## src/rtl/uart_msg_scheduler.sv

```systemverilog
// Serialises move/event reports into short ASCII messages for a byte-wide UART transmitter.
// One request slot per source; round-robin on ties; dropped requests are counted.
module uart_msg_scheduler #(
   parameter bit CRLF = 1'b1
) (
   input  logic       clk,
   input  logic       rst_n,
   input  logic       mv_valid,
   input  logic       mv_player,
   input  logic [3:0] mv_square,
   input  logic       mv_hit,
   input  logic       ev_valid,
   input  logic       ev_code,
   input  logic       ev_player,
   output logic       mv_ready,
   output logic       ev_ready,
   output logic [7:0] tx_byte,
   output logic       tx_start,
   input  logic       tx_busy,
   output logic       busy,
   output logic       msg_done,
   output logic [7:0] drop_cnt
);
   typedef enum logic [1:0] {IDLE, SEND, WAIT, NEXT} state_t;
   typedef enum logic {GR_MV, GR_EV} grant_t;

   state_t          state_q, state_d;
   grant_t          last_q, last_d;
   logic            mv_pend_q, mv_pend_d, ev_pend_q, ev_pend_d;
   logic            mv_player_q, mv_player_d, mv_hit_q, mv_hit_d;
   logic [3:0]      mv_square_q, mv_square_d;
   logic            ev_code_q, ev_code_d, ev_player_q, ev_player_d;
   logic [7:0][7:0] msg_q, msg_d;
   logic [2:0]      idx_q, idx_d, last_idx_q, last_idx_d;
   logic [7:0]      tx_byte_q, drop_q, drop_d, hex;
   logic [8:0]      drop_sum;
   logic            gnt_mv, gnt_ev;

   always_ff @(posedge clk or negedge rst_n) begin
      if (!rst_n) begin
         state_q     <= IDLE;
         last_q      <= GR_EV;
         mv_pend_q   <= 1'b0;
         ev_pend_q   <= 1'b0;
         mv_player_q <= 1'b0;
         mv_hit_q    <= 1'b0;
         mv_square_q <= '0;
         ev_code_q   <= 1'b0;
         ev_player_q <= 1'b0;
         msg_q       <= '0;
         idx_q       <= '0;
         last_idx_q  <= '0;
         tx_byte_q   <= '0;
         drop_q      <= '0;
      end else begin
         state_q     <= state_d;
         last_q      <= last_d;
         mv_pend_q   <= mv_pend_d;
         ev_pend_q   <= ev_pend_d;
         mv_player_q <= mv_player_d;
         mv_hit_q    <= mv_hit_d;
         mv_square_q <= mv_square_d;
         ev_code_q   <= ev_code_d;
         ev_player_q <= ev_player_d;
         msg_q       <= msg_d;
         idx_q       <= idx_d;
         last_idx_q  <= last_idx_d;
         tx_byte_q   <= tx_byte;
         drop_q      <= drop_d;
      end
   end

   // Tie goes to whichever source was not granted last.
   always_comb begin
      gnt_mv = (state_q == IDLE) && mv_pend_q && (!ev_pend_q || (last_q == GR_EV));
      gnt_ev = (state_q == IDLE) && ev_pend_q && !gnt_mv;
   end

   // Slots are tested against the pre-grant pend flag, so a slot freed this cycle refuses a request in the same cycle.
   always_comb begin
      mv_pend_d   = mv_pend_q && !gnt_mv;
      ev_pend_d   = ev_pend_q && !gnt_ev;
      mv_player_d = mv_player_q;
      mv_hit_d    = mv_hit_q;
      mv_square_d = mv_square_q;
      ev_code_d   = ev_code_q;
      ev_player_d = ev_player_q;
      if (mv_valid && !mv_pend_q) begin
         mv_pend_d   = 1'b1;
         mv_player_d = mv_player;
         mv_hit_d    = mv_hit;
         mv_square_d = mv_square;
      end
      if (ev_valid && !ev_pend_q) begin
         ev_pend_d   = 1'b1;
         ev_code_d   = ev_code;
         ev_player_d = ev_player;
      end
      drop_sum = {1'b0, drop_q} + {8'b0, mv_valid && mv_pend_q} + {8'b0, ev_valid && ev_pend_q};
      drop_d   = drop_sum[8] ? 8'hFF : drop_sum[7:0];
   end

   always_comb begin
      hex        = (mv_square_q < 4'd10) ? (8'h30 + {4'b0, mv_square_q}) : (8'h37 + {4'b0, mv_square_q});
      msg_d      = msg_q;
      last_idx_d = last_idx_q;
      last_d     = last_q;
      if (gnt_mv) begin
         msg_d      = '0;
         msg_d[0]   = 8'h50;
         msg_d[1]   = mv_player_q ? 8'h32 : 8'h31;
         msg_d[2]   = 8'h3A;
         msg_d[3]   = hex;
         msg_d[4]   = mv_hit_q ? 8'h48 : 8'h4D;
         msg_d[5]   = 8'h0D;
         msg_d[6]   = 8'h0A;
         last_idx_d = CRLF ? 3'd6 : 3'd4;
         last_d     = GR_MV;
      end else if (gnt_ev) begin
         msg_d      = '0;
         msg_d[0]   = ev_code_q ? 8'h52 : 8'h57;
         msg_d[1]   = ev_code_q ? 8'h53 : (ev_player_q ? 8'h32 : 8'h31);
         msg_d[2]   = 8'h0D;
         msg_d[3]   = 8'h0A;
         last_idx_d = CRLF ? 3'd3 : 3'd1;
         last_d     = GR_EV;
      end
   end

   always_comb begin
      state_d = state_q;
      idx_d   = idx_q;
      case (state_q)
         IDLE: if (gnt_mv || gnt_ev) begin
            state_d = SEND;
            idx_d   = '0;
         end
         SEND: if (!tx_busy) state_d = WAIT;
         WAIT: state_d = NEXT;
         NEXT: if (!tx_busy) begin
            if (idx_q == last_idx_q) begin
               state_d = IDLE;
            end else begin
               idx_d   = idx_q + 3'd1;
               state_d = SEND;
            end
         end
         default: state_d = IDLE;
      endcase
   end

   // tx_byte shows the new byte in its start cycle and then holds it until the next start.
   always_comb begin
      tx_start = (state_q == SEND) && !tx_busy;
      msg_done = (state_q == NEXT) && !tx_busy && (idx_q == last_idx_q);
      busy     = (state_q != IDLE) || gnt_mv || gnt_ev;
      tx_byte  = tx_start ? msg_q[idx_q] : tx_byte_q;
      mv_ready = !mv_pend_q;
      ev_ready = !ev_pend_q;
      drop_cnt = drop_q;
   end

endmodule

```

## config.mk

```make
export PLATFORM = sky130hd
export DESIGN_NAME = uart_msg_scheduler
export DESIGN_NICKNAME = d
export VERILOG_FILES = /design/src/rtl/uart_msg_scheduler.sv
export SDC_FILE = /design/constraint.sdc
export NUM_CORES = 1
export LEC_CHECK = 0
export BUFFER_PORTS_ARGS = -buffer_cell sky130_fd_sc_hd__buf_2
export CAP_MARGIN = 40
export CORE_ASPECT_RATIO = 0.6
export CORE_MARGIN = 2
export CORE_UTILIZATION = 31
export DETAILED_ROUTE_END_ITERATION = 6
export PLACE_DENSITY = 0.48
export SLEW_MARGIN = 20
export SYNTH_ARGS = -nofsm -noshare
export SYNTH_HDL_FRONTEND = slang
export SYNTH_SLANG_ARGS = --single-unit
export TNS_END_PERCENT = 10
```

## constraint.sdc

```tcl
create_clock -name clk -period 2.1 [get_ports clk]
set_input_delay 0.105 -clock clk [delete_from_list [all_inputs] [get_ports clk]]
set_output_delay 0.105 -clock clk [all_outputs]
set_load 0.02 [all_outputs]
```

# After elaboration in Yosys (flattened, before gate mapping)
# Index checks and enable logic that the tools add are counted.
# totals
reg_bits,99
latch_bits,0
mem_bits_rw,0
romBits,0
inputBits,13
output_inout_bits,21
word_cells,91
n_memories,0
# op_classes
n_addsub,5
mul,0
n_div,0
order_cmp,2
n_eq_ne,8
shifts,0
mux,27
bitwise_logic,0
n_reduce_logical,28
# op_table
operator,count
two-way mux 64 bit,2
binary-select mux 8 bit (select 3 bit),1
two-way mux 8 bit,3
two-way mux 3 bit,7
adder 6 x 4 -> 7 bit (first input constant),2
two-way mux 7 bit,2
logical AND 1 bit,13
two-way mux 2 bit,5
adder 8 x 1 -> 9 bit,1
adder 9 x 1 -> 9 bit,1
case mux 2 bit (4 select lines),1
!= test 2 bit (second input constant),3
case mux 3 bit (2 select lines),1
nonzero test 2 bit,3
zero test 1 bit,5
two-way mux 1 bit,5
equality test 2 bit (second input constant),2
logical OR 1 bit,4
less-than comparator 3 x 4 -> 1 bit (second input constant),1
less-than comparator 4 bit (second input constant),1
AND reduction 4 bit,1
adder 3 x 1 -> 3 bit (second input constant),1
equality test 3 bit,1
AND reduction 3 bit,1
3 further kinds,3

# Longest topological paths before layout
# depth
depth_word,8
depth_mapped,9
depth_no_buf,8

# Least setup slack after synthesis
# No wires, ideal clock.
# synth_path
path_kind,register to register
from,register state_q[0]
to,register state_q[1]
setup_ps,125
arrival_time_ps,1820
required_time_ps,1975
slack_ps,155
stages_incl_launch_ff,7
n_path_buf,1
synth_period_minus_slack_ps,1945
path_cell_list,dfrtp_1 -> inv_1 -> ha_1 -> clkbuf_1 -> or3b_4 -> nand2_1 -> mux2_2
# synth_via
elab_chain_cells,8
elab_cells_between_ends,15
classes_between,eq/ne (6); mux (1); reduce/logical (8)
# synth_lines
item,line_no,text
start: declaration,27,"state_t state_q, state_d;"
start signal: assignment,56,state_q <= state_d;
zero test 2 bit,"75, 76, 133",
logical AND 1 bit (2 in a row),75,gnt_mv = (state_q == IDLE) && mv_pend_q && (!ev_pend_q || (last_q == GR_EV));
zero test 1 bit,76,gnt_ev = (state_q == IDLE) && ev_pend_q && !gnt_mv;
logical AND 1 bit,76,
logical OR 1 bit,134,IDLE: if (gnt_mv || gnt_ev) begin
!= test 2 x 1 -> 1 bit (no source line),--,
AND reduction 3 bit (no source line),--,
# Parallel ways exist; a longest one is shown, timed or not.
# A chain may end at the register's enable or synchronous reset.

# Final worst setup path
# layout_path
from,register idx_q[0]
to,output tx_byte[4]
# layout_via
elab_chain_cells,3
# layout_lines
item,line_no,text
start: declaration,34,"logic [2:0] idx_q, idx_d, last_idx_q, last_idx_d;"
start signal: assignment,66,idx_q <= idx_d;
binary-select mux 8 bit (select 3 bit),157,tx_byte = tx_start ? msg_q[idx_q] : tx_byte_q;
two-way mux 8 bit (not written as such),157,
two-way mux 8 bit,157,
end: declaration,17,"output logic [7:0] tx_byte,"
# No other way between the ends. The select of a mux whose other input is x is not followed.

==> results.py <==
metrics = {
    "outcome": {
        "status": "complete, no violations",
    },
    "timing": {
        "final-setup-viol-count": 0,
        "fmax_ghz": 0.513,
        "fin_setup_tns_ns": 0,
        "period_needed_ns": 1.95,
        "finalCritPeriodShare_pct": 92.8,
        "slew_viol_final": 0,
        "tightestPinTransition_ns": 0.635,
        "rsz0062_at_grt": "false",
        "final-hold-violation-count": 0,
        "fin_worst_skew_ns": 0.00268,
        "slew_headroom_pct": 57.7,
        "finalWorstSetupSlack_ns": 0.152,
    },
    "power_and_ir_drop": {
        "irDropWorstVdd_uv": 520,
        "powerDensity_nw_per_um2": 1620,
        "power_leakage_nw": 1.35,
    },
    "grt": {
        "grt_pass1_vias": 1755,
        "grt_overflow_total": 0,
        "antenna_found_initial": 0,
        "grt.total_usage_pct": 14.7,
        "grt_pass1_wl_um": 9630,
        "grt_max_degree": 49,
    },
    "yosys": {
        "yosysTopAreaCell": "dfrtp_1",
        "ys.flop_type": "dfrtp_1",
        "yosysSeqAreaShare_pct": 49.8,
        "synth.top_cell.area_share_pct": 48.7,
        "synthTopCellsByArea": "dfrtp_1 (49%), nand2_1 (5.4%), ha_1 (3.6%)",
        "yosys_warnings": 0,
        "synth_nets": 266,
        "async_flop_share_pct": 100,
        "ys_types": 41,
        "synth_commonest_cells": "dfrtp_1 (47), nand2_1 (35), a21oi_1 (16), o21ai_0 (16), inv_1 (15)",
        "yosysMostFrequentCell": "dfrtp_1",
        "synth.avg_cell_area_um2": 9.85,
        "ys_ff_latch": 48,
        "synth_cells": 245,
        "synth_edf_count": 0,
        "netlist_area_um2": 2410,
    },
    "route": {
        "drtPass1Iterations": 4,
        "avgRoutedWirePerCell_um": 14.2,
        "drtAntennaViolNets": 0,
        "dr_total_vias": 1824,
        "drc": 0,
        "first_iter_violations": 136,
        "viasPerCell": 4.65,
        "wirelength_um": 5550,
    },
    "clocking": {
        "path_clk_slew_ns": 0.06,
        "clock_latency_ns": 0.29,
        "clock_sinks": 48,
        "cts.path.max_buffers": 2,
        "numCtsBuffers": 5,
        "cts-root-buf": "clkbuf_16",
        "cts_tree": "yes",
        "htree_levels": 2,
    },
    "layout": {
        "syn2layout_area_growth_pct": 20.8,
        "stdcell_area_um2": 2920,
        "num_antenna_cells": 0,
        "final_nets": 308,
        "drive_gt1_share_pct": 25.0,
        "final_cell_count_no_fill": 392,
    },
    "worst_setup_path": {
        "r2r-start": "drop_cnt[0]$_DFF_PN0_",
        "critPathMaxFanout": 12,
        "cp-end-kind": "output port",
        "critPathLaunchType": "flop",
        "r2r_setup_slack_ns": 0.18,
        "r2r_end": "drop_cnt[3]$_DFF_PN0_",
        "crit_type": "reg2out",
        "r2r_cells": 8,
        "critPathArrivalTime_ns": 1.84,
        "required_ns": 2.00,
    },
    "placed_design": {
        "io_buffer_count": 33,
        "dpl_cell_area_um2": 2740,
        "globalplace.congestion": 0.761,
        "placed_cells": 383,
        "hpwl_um": 3960,
        "dp_slack_ns": 0.181,
    },
    "floorplanning": {
        "dieHeight_um": 72.3,
        "dieArea_um2": 8530,
        "ios": 34,
        "core_area_um2": 7390,
        "rows": 24,
        "fp.dieW_um": 118,
        "start_util_pct": 32.7,
    },
    "job": {
        "max_cap_viol_count": 0,
    },
    "hold_path": {
        "hp-start": "mv_square[1]",
        "hold_depth": 3,
        "hold_path.class": "in2reg",
        "hold_end": "mv_square_q[1]$_DFFE_PN0P_",
    },
}
==> stage by stage <==
stage,utilization (%),hold slack [ns],power [mW]
6_report,39.5,0.0175,4.73
5_1_grt,39.5,0.0358,5.15
4_1_cts,39.2,0.00779,4.75
3_5_place_dp,37.0,0.259,3.89
3_3_place_gp,37.0,0.253,3.89
2_1_floorplan,-,-0.191,3.20
==> what timing repair did <==
action	4_1_cts	5_1_grt
hold endpoints to repair	47	0
hold buffers	1	0
resized for setup	0	6
setup buffers	0	0
setup endpoints to repair	0	10
==> cells in the final DEF, fill, tap and decap left out, types with 2 or more instances in the layout <==
cell type	instances
clkbuf_16	5
dfrtp_1	45
and2_1	3
o211ai_1	4
a21oi_1	16
dfrtp_2	2
buf_2	33
a21o_1	2
mux2i_1	6
o21ai_1	5
clkinv_2	2
mux2_2	7
nor2b_1	4
xnor2_1	3
buf_4	13
inv_1	15
nand4_1	2
nand2_1	35
nand3_1	10
a31oi_1	3
and3_1	2
xor2_1	4
o21ai_0	16
ha_1	7
nor3_1	3
nand2b_1	8
or3_1	2
nor2_1	13
==> area by class of cell <==
type / instances / area, um2
sequential: 48 / 1200
tap: 104 / 130
timing repair buffer: 47 / 273
fill: 763 / 4470
inverter: 15 / 56.3
multi-input combinational: 170 / 1100
clock inverter: 2 / 10.0
clock buffer: 6 / 139
==> sequential cells by signal, summed over array words and instances (netlist names) <==
signal,count
state_q,2
last_q,1
mv_player_q,1
drop_cnt,8
mv_square_q,4
last_idx_q,2
tx_byte_q,8
ev_pend_q,1
idx_q,3
mv_hit_q,1
ev_player_q,1
mv_pend_q,1
msg_q,14
ev_code_q,1
==> cell families (layout without fill, tap and decap cells) <==
| group | after synthesis | count (layout) | synth area share, % |
|---|---|---|---|
| compound gates | 55 | 55 | 14.3 |
| xor+xnor | 7 | 7 | 2.54 |
| mux | 14 | 14 | 6.69 |
| fa+ha+maj | 8 | 8 | 4.46 |
| buf+inv | 27 | 70 | 5.24 |
| flops | 48 | 48 | 49.8 |
| simple gates | 86 | 86 | 17.0 |
==> report_power, final <==
part           switching (mW)  total (mW)  internal, mW
sequential              0.384        1.74          1.35
combinational            1.25        2.17         0.920
clock                   0.347       0.817         0.470
==> how the worst max path moves through the flow <==
| stage | startpoint | endpoint | slack, ns | cells past startpoint |
|---|---|---|---|---|
| 2_1_floorplan | state_q[0]$_DFFE_PN0P_ | state_q[1]$_DFFE_PN0P_ | 0.15 | 6 |
| 3_3_place_gp | drop_cnt[0]$_DFF_PN0_ | drop_cnt[3]$_DFF_PN0_ | 0.23 | 8 |
| 3_5_place_dp | drop_cnt[0]$_DFF_PN0_ | drop_cnt[3]$_DFF_PN0_ | 0.18 | 8 |
| 4_1_cts | idx_q[0]$_DFFE_PN0P_ | tx_byte[5] | 0.006 | 6 |
| 5_1_grt | drop_cnt[0]$_DFF_PN0_ | drop_cnt[3]$_DFF_PN0_ | 0.03 | 8 |
| 6_report | idx_q[0]$_DFFE_PN0P_ | tx_byte[4] | 0.15 | 5 |
==> worst max-delay path, cell delays in order, from the launching register on <==
cell       delay (ns)
dfrtp_2          0.51
nor2b_1          0.21
a21oi_1          0.07
a2111oi_1        0.47
a21o_1           0.14
buf_2            0.16
==> layer usage <==
metal	global-route usage [%]	up-vias	wire, um
li1	-	927	-
met1	23.1	859	3280
met2	18.8	31	2010
met3	4.17	7	201
met4	4.42	0	63
met5	0	-	0
No activity file was read; power rests on OpenSTA's default activity.
